**config.mk**
```make
export PLATFORM = sky130hd
export DESIGN_NAME = fft_butterfly_r4
export DESIGN_NICKNAME = d
export VERILOG_FILES = /design/src/rtl/fft_butterfly_r4.sv
export SDC_FILE = /design/constraint.sdc
export NUM_CORES = 2
export LEC_CHECK = 0
export CORE_MARGIN = 5
export CORE_UTILIZATION = 35
export CTS_BUF_LIST = sky130_fd_sc_hd__clkbuf_4 sky130_fd_sc_hd__clkbuf_8
export CTS_CLUSTER_DIAMETER = 100
export DETAILED_ROUTE_END_ITERATION = 10
export PLACE_DENSITY = 0.61
export SYNTH_ARGS = -nofsm -noshare
export SYNTH_HDL_FRONTEND = slang
export SYNTH_SLANG_ARGS = --single-unit
```
**constraint.sdc**
```tcl
create_clock -name iCLK -period 10.8 [get_ports iCLK]
set_clock_uncertainty 0.2 [all_clocks]
set_input_delay 1.62 -clock iCLK [delete_from_list [all_inputs] [get_ports iCLK]]
set_output_delay 1.62 -clock iCLK [all_outputs]
set_load 0.005 [all_outputs]
```
**src/rtl/fft_butterfly_r4.sv**
```systemverilog
// fft_butterfly_r4: 3-stage radix-4 DIT butterfly with per-sample rounding shift, saturation and sticky overflow
module fft_butterfly_r4 #(
  parameter int D_BIT = 17
) (
  input  logic                    iCLK,
  input  logic                    iRESET,
  input  logic                    iVALID,
  input  logic [1:0]              iSHIFT,
  input  logic                    iCLR_OVF,
  input  logic signed [D_BIT-1:0] iX0_RE,
  input  logic signed [D_BIT-1:0] iX0_IM,
  input  logic signed [D_BIT-1:0] iX1_RE,
  input  logic signed [D_BIT-1:0] iX1_IM,
  input  logic signed [D_BIT-1:0] iX2_RE,
  input  logic signed [D_BIT-1:0] iX2_IM,
  input  logic signed [D_BIT-1:0] iX3_RE,
  input  logic signed [D_BIT-1:0] iX3_IM,
  output logic                    oVALID,
  output logic signed [D_BIT-1:0] oY0_RE,
  output logic signed [D_BIT-1:0] oY0_IM,
  output logic signed [D_BIT-1:0] oY1_RE,
  output logic signed [D_BIT-1:0] oY1_IM,
  output logic signed [D_BIT-1:0] oY2_RE,
  output logic signed [D_BIT-1:0] oY2_IM,
  output logic signed [D_BIT-1:0] oY3_RE,
  output logic signed [D_BIT-1:0] oY3_IM,
  output logic                    oOVF
);
  localparam int W1 = D_BIT + 1;
  localparam int W2 = D_BIT + 2;
  localparam int W3 = D_BIT + 3;
  localparam logic signed [W3-1:0] MAXV = W3'((1 << (D_BIT - 1)) - 1);
  localparam logic signed [W3-1:0] MINV = ~MAXV;
  logic                   s1_v, s2_v;
  logic [1:0]             s1_sh, s2_sh;
  logic signed [W1-1:0]   s1 [8];
  logic signed [W2-1:0]   s2 [8];
  logic signed [W3-1:0]   rnd [8];
  logic signed [W3-1:0]   shv [8];
  logic signed [D_BIT-1:0] r [8];
  logic [7:0]             sat;
  // s1 layout: a_re, a_im, b_re, b_im, c_re, c_im, d_re, d_im
  always_ff @(posedge iCLK) begin
    if (iRESET) begin
      s1_v  <= 1'b0;
      s1_sh <= '0;
      s1    <= '{default: '0};
    end else begin
      s1_v <= iVALID;
      if (iVALID) begin
        s1_sh <= (iSHIFT == 2'd3) ? 2'd2 : iSHIFT;
        s1[0] <= W1'(iX0_RE) + W1'(iX2_RE);
        s1[1] <= W1'(iX0_IM) + W1'(iX2_IM);
        s1[2] <= W1'(iX0_RE) - W1'(iX2_RE);
        s1[3] <= W1'(iX0_IM) - W1'(iX2_IM);
        s1[4] <= W1'(iX1_RE) + W1'(iX3_RE);
        s1[5] <= W1'(iX1_IM) + W1'(iX3_IM);
        s1[6] <= W1'(iX1_RE) - W1'(iX3_RE);
        s1[7] <= W1'(iX1_IM) - W1'(iX3_IM);
      end
    end
  end
  // s2 layout: y0_re, y0_im, y1_re, y1_im, y2_re, y2_im, y3_re, y3_im
  always_ff @(posedge iCLK) begin
    if (iRESET) begin
      s2_v  <= 1'b0;
      s2_sh <= '0;
      s2    <= '{default: '0};
    end else begin
      s2_v <= s1_v;
      if (s1_v) begin
        s2_sh <= s1_sh;
        s2[0] <= W2'(s1[0]) + W2'(s1[4]);
        s2[1] <= W2'(s1[1]) + W2'(s1[5]);
        s2[2] <= W2'(s1[2]) + W2'(s1[7]);
        s2[3] <= W2'(s1[3]) - W2'(s1[6]);
        s2[4] <= W2'(s1[0]) - W2'(s1[4]);
        s2[5] <= W2'(s1[1]) - W2'(s1[5]);
        s2[6] <= W2'(s1[2]) - W2'(s1[7]);
        s2[7] <= W2'(s1[3]) + W2'(s1[6]);
      end
    end
  end
  // shift is 0..2 here, so the half-LSB rounding constant equals the shift value itself
  always_comb begin
    sat = '0;
    for (int i = 0; i < 8; i++) begin
      rnd[i] = W3'(s2[i]) + W3'($signed({1'b0, s2_sh}));
      shv[i] = rnd[i] >>> s2_sh;
      sat[i] = (shv[i] > MAXV) || (shv[i] < MINV);
      r[i]   = (shv[i] > MAXV) ? D_BIT'(MAXV) : (shv[i] < MINV) ? D_BIT'(MINV) : D_BIT'(shv[i]);
    end
  end
  always_ff @(posedge iCLK) begin
    if (iRESET) begin
      oVALID <= 1'b0;
      oOVF   <= 1'b0;
      oY0_RE <= '0;
      oY0_IM <= '0;
      oY1_RE <= '0;
      oY1_IM <= '0;
      oY2_RE <= '0;
      oY2_IM <= '0;
      oY3_RE <= '0;
      oY3_IM <= '0;
    end else begin
      oVALID <= s2_v;
      oOVF   <= (s2_v && |sat) ? 1'b1 : iCLR_OVF ? 1'b0 : oOVF;
      if (s2_v) begin
        oY0_RE <= r[0];
        oY0_IM <= r[1];
        oY1_RE <= r[2];
        oY1_IM <= r[3];
        oY2_RE <= r[4];
        oY2_IM <= r[5];
        oY3_RE <= r[6];
        oY3_IM <= r[7];
      end
    end
  end
endmodule
```
==> metrics <==
Post CTS Setup Buffer Count=0; sequential fraction of design power=0.364; CP Launch Type=flop; hold-fix buffers at CTS=0; leakage=0.01597 uW; wirelength, routed=121900 um; Post-synth EDFFs=0; multi-input logic area=25050 sq um; kind of end point of the critical path=flop; first-pass GRT wire length=187500 um; cell area after synthesis=36330 sq um; H-tree levels=3; CP Data Arrival Time=5770 ps; Worst-Skew Late Latency=700 ps; #FFs+latches synth=432; # port buffers=279; CTS tree=yes; DRT iter0 DRCs=3165; nets=5417; sequential cell area fraction in the yosys report=0.2380; Sequential cell area=8663 sq um; Starting Density=0.3515; Avg WL per Cell=19.01 um; pwr dens=132.1 nW/um^2; Hold EP=oY0_IM[13]; combinational share of power=0.323; Final Hold Fails=0; dpl ws=5452 ps; switching part of the total=0.3690; Mean Syn Cell Area=7.335 sq um; Die W=332.2 um; TritonCTS Buffers=82; post-CTS resize count=0; Layout Area Growth over Synthesis=13.73%; Power Total=5457 uW; RR Startpoint=s2_sh[0]; Async S/R FF share, synth=0; switching power of the nets=2014 uW; reg2reg end=oY0_IM[8]; Worst Tran Pin Value=1199 ps; Fill cells=10760; cell area after placement=39580 sq um; Ys Warns=0; fin. max-slew vios=0; setup TNS=0 ps; hold path cells=1; Max rail drop VDD=0.07200 mV; post-DP HPWL=94500 um; # setup viols final=0; hold slack=282.2 ps; Final min period=5392 ps; length of the first detailed-routing pass in iterations=5; Final WS setup=5408 ps; total gr overflow=0; Reg clk slew, reported paths=60 ps; I/O pin count=280; MaxCap Viol Count=0; Row Count=118; post-route ant nets=0; reg2reg setup slack=5410 ps; status=finished clean; clock network fraction of total power=0.313; GPL Wtd Cong=0.9123; Worst EP required=11180 ps; syn_nets=5407; clk buf depth=3; clock root cell=clkbuf_8; HP Class=reg -> reg; fmax=0.1855 GHz; die height=332.2 um; Tot GR Track Use=0.2083; RSZ-0062 raised after global routing=no; Final period util=0.4992; layout cells sized above 1=0.05671; Worst R2R Path Depth=12; vias in the first global route=31380; Internal=3443 uW; # DRC=0; initial antenna violation count=5; Netlist cell types=95; Syn Inst Count=4953; Design Area, Final=41320 sq um; critical path class=reg -> reg; Slew HR=0.1933; die area=110300 sq um; clk sinks=432; pin count of the biggest net entering global routing=172; vias after detailed routing=35330; Via-to-Cell Ratio=5.511; HP Start=oY0_IM[13]; Most used DFF post-synth=dfxtp_1; core area=103300 sq um; largest fanout on the critical path=171
## logic make-up (layout without fill, tap and decap cells)
group / Yosys count / in the layout / synth area share
fa+ha+maj: 312 / 312 / 0.1124
mux: 141 / 141 / 0.03947
compound gates: 1387 / 1387 / 0.2578
simple gates: 1789 / 1789 / 0.2284
flops: 432 / 432 / 0.2380
other cells: 0 / 4 / 0
buf+inv: 679 / 752 / 0.07253
xor+xnor: 213 / 213 / 0.05135
## worst max path at each step
stage	cells past startpoint	slack [ps]	from	end
after floorplan	23	5710	s2_sh[0]	oY2_RE[15]
after global placement	13	5420	s2_sh[1]	oY3_RE[11]
after detailed placement	13	5450	iX3_RE[1]	s1[69]
after CTS	13	5500	s2_sh[1]	oY2_RE[4]
after global routing	13	4930	s2_sh[1]	oY2_RE[14]
final	12	5410	s2_sh[0]	oY0_IM[8]
## layer usage
layer | track usage | share of wire | up-vias
met4 | 0.04890 | 0.020 | 2
li1 | - | - | 17760
met2 | 0.2918 | 0.40 | 1013
met3 | 0.03092 | 0.062 | 114
met1 | 0.3300 | 0.52 | 16440
met5 | 0 | 0.00011 | -
## critical path: stages (launching register included)
cell,delay [ps]
dfxtp_4,850
buf_12,530
nand2_1,220
fa_1,460
nand4b_1,420
nor4_1,720
a41oi_1,90
o22ai_1,330
a21oi_1,140
a31oi_1,170
o32a_1,300
nand2_1,320
o221a_2,380
## cell usage after synthesis (30+ instances only)
library cell	count	area (sq um)
clkbuf_1	265	994.7
a211oi_1	227	1704
mux2i_1	123	1231
nand3_1	102	510.5
buf_2	62	310.3
nor3_1	166	830.8
a21oi_1	298	1491
xor2_1	43	376.6
and2_1	35	219.0
o21bai_1	37	277.8
inv_1	300	1126
nor2_1	811	3044
xnor2_1	170	1489
nor2b_1	64	400.4
dfxtp_1	432	8648
o211ai_1	30	225.2
a311oi_1	38	332.8
or3_1	62	387.9
o22ai_1	125	782.0
nand2_1	303	1137
nand2b_1	55	344.1
a21o_1	32	240.2
a31oi_1	88	550.5
o21ai_0	197	986.0
ha_1	288	3603
nand4_1	33	206.5
buf_1	48	180.2
and3_1	35	219.0
## stage by stage
stage            util  std cells
2_1_floorplan       -       4953
3_3_place_gp   0.3828       6258
3_5_place_dp   0.3830       6259
4_1_cts        0.3997       6406
5_1_grt        0.3997       6407
6_report       0.3998       6410
## power by group through the flow
stage | clock [uW] | combinational [uW] | sequential [uW]
floorplan | 0 | 1290 | 1860
global placement | 0 | 1730 | 2010
detailed placement | 0 | 1750 | 2010
CTS | 1760 | 1750 | 1980
global route | 1820 | 1950 | 2010
finish | 1710 | 1760 | 1980
## placed cells by master (no fill, tap or decap), types with 24 or more instances in the layout
cell type,n
clkbuf_8,102
nand3_1,102
clkdlybuf4s50_1,277
o21a_1,24
ha_1,288
o22ai_1,125
nor2_1,811
nand4_1,33
or3_1,62
a21oi_1,298
nand2_1,303
o21bai_1,37
nor2b_1,64
a311oi_1,38
fa_1,24
mux2i_1,123
a31o_2,28
nand2b_1,55
a31oi_1,88
xnor2_1,170
nor3_1,166
dfxtp_1,428
and2_1,35
inv_1,297
o21ai_0,197
o211ai_1,30
clkbuf_4,26
a211oi_1,227
a21o_1,32
xor2_1,43
and3_1,35
## cell type report
class | instances | area share
multi-input combinational | 3842 | 0.6063
sequential | 432 | 0.2097
inverter | 301 | 0.02744
clock inverter | 19 | 0.003149
antenna | 4 | 0.0002423
clock buffer | 128 | 0.03870
tap | 1380 | 0.04179
timing repair buffer | 304 | 0.07268
## state kept, by name, summed over array words and instances (netlist names)
signal and flops:
s1_sh 2, s2_sh 2, oY1_IM 17, oY3_IM 17, s1 140, oY1_RE 17
oY2_IM 17, s2_v 1, oOVF 1, oVALID 1, s1_v 1, s2 148
oY0_IM 17, oY0_RE 17, oY3_RE 17, oY2_RE 17
(Power assumes the default switching activity.)
